$ cat config.mk
export PLATFORM = sky130hd
export DESIGN_NAME = btn_step_decoder
export DESIGN_NICKNAME = d
export VERILOG_FILES = /design/src/rtl/btn_step_decoder.sv
export SDC_FILE = /design/constraint.sdc
export NUM_CORES = 1
export LEC_CHECK = 0
export CAP_MARGIN = 25
export CORE_UTILIZATION = 50
export DETAILED_ROUTE_END_ITERATION = 8
export GPL_TIMING_DRIVEN = 1
export HOLD_SLACK_MARGIN = 0.12
export PLACE_DENSITY = 0.71
export SYNTH_ARGS = -nofsm -noshare
export SYNTH_HDL_FRONTEND = slang
export SYNTH_SLANG_ARGS = --single-unit
$ cat constraint.sdc
create_clock -name x1 -period 2.2 [get_ports x1]
set_input_delay 0.33 -clock x1 [delete_from_list [all_inputs] [get_ports x1]]
set_output_delay 0.33 -clock x1 [all_outputs]
set_load 0.005 [all_outputs]
$ cat src/rtl/btn_step_decoder.sv
// Pushbutton front end: synchronise, debounce, then turn presses into one-cycle step pulses.
// Define BTN_REPEAT_EN to emit auto-repeat pulses while the button is in long-hold.
module btn_step_decoder #(
  parameter int unsigned DEBOUNCE_CYC = 240000,
  parameter int unsigned LONG_CYC     = 12000000,
  parameter int unsigned REPEAT_CYC   = 2400000
) (
  input  logic       x1,
  input  logic       reset,
  input  logic       btn_n,
  output logic       btn_state,
  output logic       inc_pulse,
  output logic       long_hold,
  output logic [7:0] press_cnt
);

  localparam int unsigned DbW   = (DEBOUNCE_CYC > 1) ? $clog2(DEBOUNCE_CYC) : 1;
  localparam int unsigned HoldW = (LONG_CYC > 1) ? $clog2(LONG_CYC) : 1;

  typedef enum logic [1:0] {StIdle, StPressed, StHold} state_e;

  state_e             state_q;
  logic [1:0]         sync_q;
  logic               s_btn_q;
  logic [DbW-1:0]     db_cnt_q;
  logic [HoldW-1:0]   hold_cnt_q;
  logic               btn_state_q;
  logic               inc_pulse_q;
  logic               long_hold_q;
  logic [7:0]         press_cnt_q;

  logic db_hit;
  logic btn_rise;
  logic btn_fall;
  logic long_hit;

`ifdef BTN_REPEAT_EN
  localparam int unsigned RepW = (REPEAT_CYC > 1) ? $clog2(REPEAT_CYC) : 1;
  logic [RepW-1:0] rep_cnt_q;
  logic            rep_hit;
  assign rep_hit = (rep_cnt_q == RepW'(REPEAT_CYC - 1));
`endif

  // The FSM reacts to the debounce decision itself, so the first pulse lands
  // on the same edge as the btn_state rise.
  always_comb begin
    db_hit   = (s_btn_q != btn_state_q) && (db_cnt_q == DbW'(DEBOUNCE_CYC - 1));
    btn_rise = db_hit && !btn_state_q;
    btn_fall = db_hit && btn_state_q;
    long_hit = (hold_cnt_q == HoldW'(LONG_CYC - 1));
  end

  always_ff @(posedge x1) begin
    if (reset) begin
      sync_q      <= 2'b11;
      s_btn_q     <= 1'b0;
      db_cnt_q    <= '0;
      hold_cnt_q  <= '0;
      btn_state_q <= 1'b0;
      inc_pulse_q <= 1'b0;
      long_hold_q <= 1'b0;
      press_cnt_q <= '0;
      state_q     <= StIdle;
`ifdef BTN_REPEAT_EN
      rep_cnt_q   <= '0;
`endif
    end else begin
      sync_q  <= {sync_q[0], btn_n};
      s_btn_q <= ~sync_q[1];

      if (s_btn_q == btn_state_q) begin
        db_cnt_q <= '0;
      end else if (db_hit) begin
        db_cnt_q    <= '0;
        btn_state_q <= ~btn_state_q;
      end else begin
        db_cnt_q <= db_cnt_q + DbW'(1);
      end

      press_cnt_q <= press_cnt_q + {7'd0, inc_pulse_q};
      inc_pulse_q <= 1'b0;

      case (state_q)
        StIdle: begin
          if (btn_rise) begin
            inc_pulse_q <= 1'b1;
            hold_cnt_q  <= '0;
            state_q     <= StPressed;
          end
        end
        StPressed: begin
          if (btn_fall) begin
            state_q <= StIdle;
          end else if (long_hit) begin
            long_hold_q <= 1'b1;
            state_q     <= StHold;
`ifdef BTN_REPEAT_EN
            rep_cnt_q   <= '0;
`endif
          end else begin
            hold_cnt_q <= hold_cnt_q + HoldW'(1);
          end
        end
        StHold: begin
          // Release takes priority over a coincident repeat terminal count.
          if (btn_fall) begin
            long_hold_q <= 1'b0;
            state_q     <= StIdle;
          end
`ifdef BTN_REPEAT_EN
          else if (rep_hit) begin
            inc_pulse_q <= 1'b1;
            rep_cnt_q   <= '0;
          end else begin
            rep_cnt_q <= rep_cnt_q + RepW'(1);
          end
`endif
        end
        default: state_q <= StIdle;
      endcase
    end
  end

  assign btn_state = btn_state_q;
  assign inc_pulse = inc_pulse_q;
  assign long_hold = long_hold_q;
  assign press_cnt = press_cnt_q;

endmodule

==> results.yml, run 1 <==
min_path:
  min_from: "sync_q[1]$_SDFF_PP1_"
  hold_end: "s_btn_q$_SDFF_PP0_"
  holdCritPathClass: "reg -> reg"
  holdPathStages: 1
drt:
  wl_per_cell_um: 13.9
  drc: 0
  routed_via_density: 5.63
  routed-via-count: 2431
  routed_wl_um: 6010
  ant_nets: 0
  drtIter0Drc: 192
  dr.pass1.iters: 5
critical_path:
  cp_data_arrival_time_ns: 2.33
  worstPathMaxFanout: 14
  worst_r2r_endpoint: "hold_cnt_q[15]$_SDFFE_PP0P_"
  worstSetupPathType: "reg -> reg"
  crit_path_start_kind: "flop"
  crit_path_end_kind: "flop"
  r2r_start: "hold_cnt_q[0]$_SDFFE_PP0P_"
  worstPathRequired_ns: 2.41
  rrSetupSlack_ns: 0.08
  ff2ff_path_depth: 7
global_route:
  grt_pass1_vias: 2233
  overflow: 0
  grt_usage_pct: 22.0
  grt_max_degree: 26
  grt_pass1_wl_um: 10200
  antenna_found_initial: 0
sta:
  fin_worst_skew_ns: 0.00740
  slew_violations: 0
  whs_ns: 0.379
  hold_viol: 0
  rsz0062_at_grt: "false"
  timing.final.crit_share_pct: 96.2
  fmax_mhz: 472
  setup_viol: 0
  fin_crit_ns: 2.12
  worst_pin_slew_ns: 0.483
  fin_tns_setup_ns: 0
  fin_ws_ns: 0.0829
  slew_headroom_pct: 67.5
cts:
  h-tree-depth: 3
  cts-resized-gates: 0
  clockBufferDepth: 2
  cts_sinks: 58
  tritoncts: "built"
  cts_buffers: 9
  clkTransAtPathRegs_ns: 0.06
  insertion_delay_ns: 0.34
  cts-root-buf: "clkbuf_8"
yosys:
  synth-seq-cells: 58
  synth_warnings: 0
  synth_ff_type: "dfxtp_1"
  synth_most_common_cell: "dfxtp_1"
  syn_nets: 333
  async_flop_share_pct: 0
  synth_area_um2: 2780
  synth_edf_count: 0
  yosysSeqAreaShare_pct: 41.7
  synth.distinct_cells: 49
  synth_top_area_cell: "dfxtp_1"
  ys_top_cells_by_area: "dfxtp_1 (42%), nor2_1 (6.6%), nand2_1 (4.3%)"
  syn_avg_cell_area_um2: 8.54
  synth_common_cells: "dfxtp_1 (58), nor2_1 (49), nand2_1 (32)"
  synth.top_cell.area_share_pct: 41.7
  synth_cells: 326
pwr:
  cell_internal_pwr_w: 0.00167
  p_leak_nw: 1.14
  power_density_nw_per_um2: 633
  seqPwrFrac_pct: 50.5
  p_comb_share_pct: 1.2
  clkPwrFrac_pct: 48.3
  switchingPower_w: 0.000419
  swShare_pct: 20.0
  vdd_ir_drop_max_mv: 0.441
outcome:
  status: "completed"
cells_and_area:
  postLayoutCoreUtil_pct: 63.0
  area_delta_synth_final_pct: 18.5
  fin_area_um2: 3300
  n_antenna_cell: 0
  final.fill_count: 435
  drive_above_1_share_pct: 13.8
  nNetsFinal: 365
flow_run:
  cap_violations: 0
floorplan:
  dieWidth_um: 76.6
  die_area_um2: 5870
  num_rows: 26
  initial_core_util_pct: 53.1
  fp.coreArea_um2: 5240
  ioPinCount: 14
  die_h_um: 76.6
place:
  hpwl_um: 4050
  place_area_um2: 3060
  port_buffers: 13
  dpl_worst_slack_ns: 0.0435
  gp_congestion: 0.834
==> layout make-up <==
type	count	area (um^2)	area share, %
multi-input combinational	247	1510	45.7
clock buffer	13	169	5.12
timing repair buffer	36	315	9.56
clock inverter	2	35.0	1.06
sequential	58	1160	35.2
inverter	6	22.5	0.683
tap	70	87.6	2.66
==> routing by layer <==
layer	vias up	global-route usage (%)	part of all wire (%)
li1	1243	-	-
met1	1124	26.3	47
met2	56	35.4	46
met3	8	7.54	5.3
met4	0	10.4	1.5
met5	-	0	0
==> cells by family after synthesis <==
kind of cell    after synthesis  share of synthesized area, %
compound gates               54                          13.4
xor+xnor                     24                          7.55
fa+ha+maj                     4                          1.80
buf+inv                      21                          4.09
flops                        58                          41.7
simple gates                165                          31.4
==> registers in the layout, summed over array words and instances, names as in the netlist <==
| signal | count |
|---|---|
| btn_state | 1 |
| db_cnt_q | 18 |
| sync_q | 2 |
| press_cnt | 8 |
| long_hold | 1 |
| inc_pulse | 1 |
| s_btn_q | 1 |
| hold_cnt_q | 24 |
| state_q | 2 |
==> how the worst max path moves through the flow <==
stage	cells after the start	start	slack, ns	to
after floorplan	7	hold_cnt_q[0]$_SDFFE_PP0P_	0.14	hold_cnt_q[15]$_SDFFE_PP0P_
after global placement	7	hold_cnt_q[0]$_SDFFE_PP0P_	0.10	hold_cnt_q[21]$_SDFFE_PP0P_
after detailed placement	7	hold_cnt_q[0]$_SDFFE_PP0P_	0.04	hold_cnt_q[21]$_SDFFE_PP0P_
after CTS	7	hold_cnt_q[0]$_SDFFE_PP0P_	0.03	hold_cnt_q[7]$_SDFFE_PP0P_
after global routing	7	hold_cnt_q[0]$_SDFFE_PP0P_	0.005	hold_cnt_q[2]$_SDFFE_PP0P_
final	7	hold_cnt_q[0]$_SDFFE_PP0P_	0.08	hold_cnt_q[15]$_SDFFE_PP0P_
==> repair_timing <==
action | CTS | global route
hold buffers | 0 | 0
buffers inserted | 0 | 4
endpoints found under the setup margin | 0 | 7
==> cell usage in the layout (no fill, tap or decap), drive strengths merged, types with 11 or more instances in the layout <==
cell / instances
dfxtp: 58
nor3: 11
a21oi: 14
nand2: 32
xnor2: 12
nand3: 23
clkdlybuf4s50: 13
buf: 23
xor2: 12
clkbuf: 13
nor2: 49
==> power groups by stage <==
stage	clock network, W	registers [W]	logic [W]
after detailed placement	0	0.00108	0.0000261
after global placement	0	0.00108	0.0000255
final	0.00101	0.00105	0.0000261
after floorplan	0	0.00108	0.0000150
after global routing	0.00108	0.00105	0.0000283
after CTS	0.00103	0.00105	0.0000262
==> worst max-delay path, stage by stage, from the launching register on <==
cell,delay [ns]
dfxtp_1,0.39
ha_1,0.21
nand3_2,0.08
or3_1,0.42
or4_4,0.46
nand3b_4,0.20
buf_4,0.16
o32ai_1,0.08
==> stage by stage <==
step	std cells	total power, W
2_1_floorplan	326	0.00109
3_3_place_gp	413	0.00110
3_5_place_dp	413	0.00110
4_1_cts	428	0.00211
5_1_grt	432	0.00216
6_report	432	0.00209
(Power assumes the default switching activity.)
==> inputs of run 2 (changes only) <==
--- a/config.mk
+++ b/config.mk
@@ -6,11 +6,11 @@
 export NUM_CORES = 1
 export LEC_CHECK = 0
 export CAP_MARGIN = 25
-export CORE_UTILIZATION = 50
+export CORE_UTILIZATION = 53
 export DETAILED_ROUTE_END_ITERATION = 8
 export GPL_TIMING_DRIVEN = 1
 export HOLD_SLACK_MARGIN = 0.12
-export PLACE_DENSITY = 0.71
+export PLACE_DENSITY = 0.74
 export SYNTH_ARGS = -nofsm -noshare
 export SYNTH_HDL_FRONTEND = slang
 export SYNTH_SLANG_ARGS = --single-unit
==> run 2 against run 1 <==
Compared with the run above: first-iteration DRC count shrank 34%; largest cell class unchanged; critical endpoint is now hold_cnt_q[8]$_SDFFE_PP0P_; final area grew 0.61%; sequential share of layout area is 0.17 points lower.
==> results.yml, run 2 (same netlist as run 1, synthesis figures left out) <==
critical_path:
  worstSetupPathType: "reg -> reg"
  worst_r2r_endpoint: "hold_cnt_q[8]$_SDFFE_PP0P_"
  r2r_start: "hold_cnt_q[11]$_SDFFE_PP0P_"
  crit_path_start_kind: "flop"
  worstPathRequired_ns: 2.43
  endpoint: "hold_cnt_q[8]$_SDFFE_PP0P_"
  crit_path_end_kind: "flop"
  worstPathMaxFanout: 7
  rrSetupSlack_ns: 0.12
  cp_data_arrival_time_ns: 2.31
  ff2ff_path_depth: 6
  crit_path_start: "hold_cnt_q[11]$_SDFFE_PP0P_"
place:
  port_buffers: 13
  hpwl_um: 4120
  gp_congestion: 0.825
  dp.cells: 413
cts:
  cts_buffers: 9
  cts-root-buf: "clkbuf_8"
  cts_sinks: 58
  h-tree-depth: 3
  holdBufCountCts: 0
  clkTransAtPathRegs_ns: 0.07
  insertion_delay_ns: 0.34
  tritoncts: "built"
  clockBufferDepth: 2
cells_and_area:
  area_delta_synth_final_pct: 19.2
  fin_cells: 433
  final_cell_mix: "dfxtp_1 (57), nor2_1 (49), nand2_1 (32)"
  top_register: "hold_cnt_q"
  final_common_cell: "dfxtp_1"
  final.fill_count: 452
  nNetsFinal: 365
  n_antenna_cell: 0
  largest_reg_flops: 24
  drive_above_1_share_pct: 14.3
drt:
  dr.pass1.iters: 4
  drtIter0Drc: 126
  routed_wl_um: 5990
  drc: 0
  routed-via-count: 2422
  ant_nets: 0
  routed_via_density: 5.59
  wl_per_cell_um: 13.8
sta:
  fin_worst_skew_ns: 0.0100
  setup_viol: 0
  worst_pin_slew_ns: 0.562
  rsz0062_at_grt: "false"
  slew_headroom_pct: 62.4
  fin_tns_setup_ns: 0
  hold_viol: 0
  slew_violations: 0
  timing.final.crit_share_pct: 94.7
  fmax_mhz: 480
  fin_crit_ns: 2.08
pwr:
  seqPwrFrac_pct: 48.5
  power_density_nw_per_um2: 655
  vdd_ir_drop_max_mv: 0.620
  switchingPower_w: 0.000447
  p_comb_share_pct: 1.2
  clkPwrFrac_pct: 50.3
  p_leak_nw: 1.14
  cell_internal_pwr_w: 0.00173
  swShare_pct: 20.6
global_route:
  grt_pass1_wl_um: 9530
  antenna_found_initial: 0
  grt_pass1_vias: 2065
  grt_max_degree: 26
  overflow: 0
  grt_usage_pct: 22.8
floorplan:
  fp.coreArea_um2: 5070
  die_h_um: 74.5
  dieWidth_um: 74.5
  initial_core_util_pct: 54.8
  ioPinCount: 14
  num_rows: 26
  die_area_um2: 5540
outcome:
  status: "completed"
min_path:
  holdCritPathClass: "reg -> reg"
flow_run:
  cap_violations: 0
run 2: critical path, cell delays in order (launching register included):
cell and delay (ns):
dfxtp_1 0.41, nand4_1 0.09, or4_1 0.49, or4_4 0.57, nand3b_2 0.22, or3_1 0.14
o21ai_1 0.05
run 2: layout make-up:
class                           count  area, um^2  share of cell area (%)
Sequential cell                    58        1160                    35.0
Timing Repair Buffer               35         308                    9.28
Clock inverter                      5        77.6                    2.34
Clock buffer                       11         141                    4.26
Multi-Input combinational cell    248        1520                    45.8
Tap cell                           70        87.6                    2.64
Inverter                            6        22.5                   0.679
run 2: per-stage QoR:
stage / power (W) / util, % / cell area, um^2 / hold slack [ns] / setup WS [ns]
final: 0.00217 / 65.4 / 3320 / 0.381 / 0.116
after global routing: 0.00224 / 65.4 / 3320 / 0.398 / 0.0180
after CTS: 0.00219 / 64.7 / 3280 / 0.386 / 0.00535
after detailed placement: 0.00110 / 60.4 / 3060 / 0.376 / 0.0202
after global placement: 0.00110 / 60.4 / 3060 / 0.372 / 0.0880
after floorplan: 0.00109 / - / 2780 / 0.363 / 0.141
run 2: worst min-delay path by stage:
| stage | from | endpoint | slack [ns] | depth (start not counted) |
|---|---|---|---|---|
| floorplan | sync_q[1]$_SDFF_PP1_ | s_btn_q$_SDFF_PP0_ | 0.36 | 1 |
| global placement | sync_q[1]$_SDFF_PP1_ | s_btn_q$_SDFF_PP0_ | 0.37 | 1 |
| detailed placement | sync_q[1]$_SDFF_PP1_ | s_btn_q$_SDFF_PP0_ | 0.38 | 1 |
| CTS | sync_q[1]$_SDFF_PP1_ | s_btn_q$_SDFF_PP0_ | 0.39 | 1 |
| global route | sync_q[1]$_SDFF_PP1_ | s_btn_q$_SDFF_PP0_ | 0.40 | 1 |
| finish | sync_q[1]$_SDFF_PP1_ | s_btn_q$_SDFF_PP0_ | 0.38 | 1 |
run 2: routing by layer:
metal  vias to the layer above  track usage [%]  part of all wire [%]  wire [um]
met1                      1135             28.9                    48       2900
met2                        39             36.0                    47       2820
li1                       1240                -                     -          -
met5                         -                0                     0          0
met4                         0             8.39                   1.4         85
met3                         8             7.86                   3.1        184
run 2: timing repair:
action,in CTS,in global routing
gates resized for setup,0,1
setup buffers,0,3
setup endpoints to repair,0,5
run 2: power groups by stage:
stage | clock (W) | sequential [W] | combinational, W
3_5_place_dp | 0 | 0.00108 | 0.0000271
3_3_place_gp | 0 | 0.00108 | 0.0000269
4_1_cts | 0.00111 | 0.00105 | 0.0000272
2_1_floorplan | 0 | 0.00108 | 0.0000150
5_1_grt | 0.00116 | 0.00105 | 0.0000297
6_report | 0.00109 | 0.00105 | 0.0000271
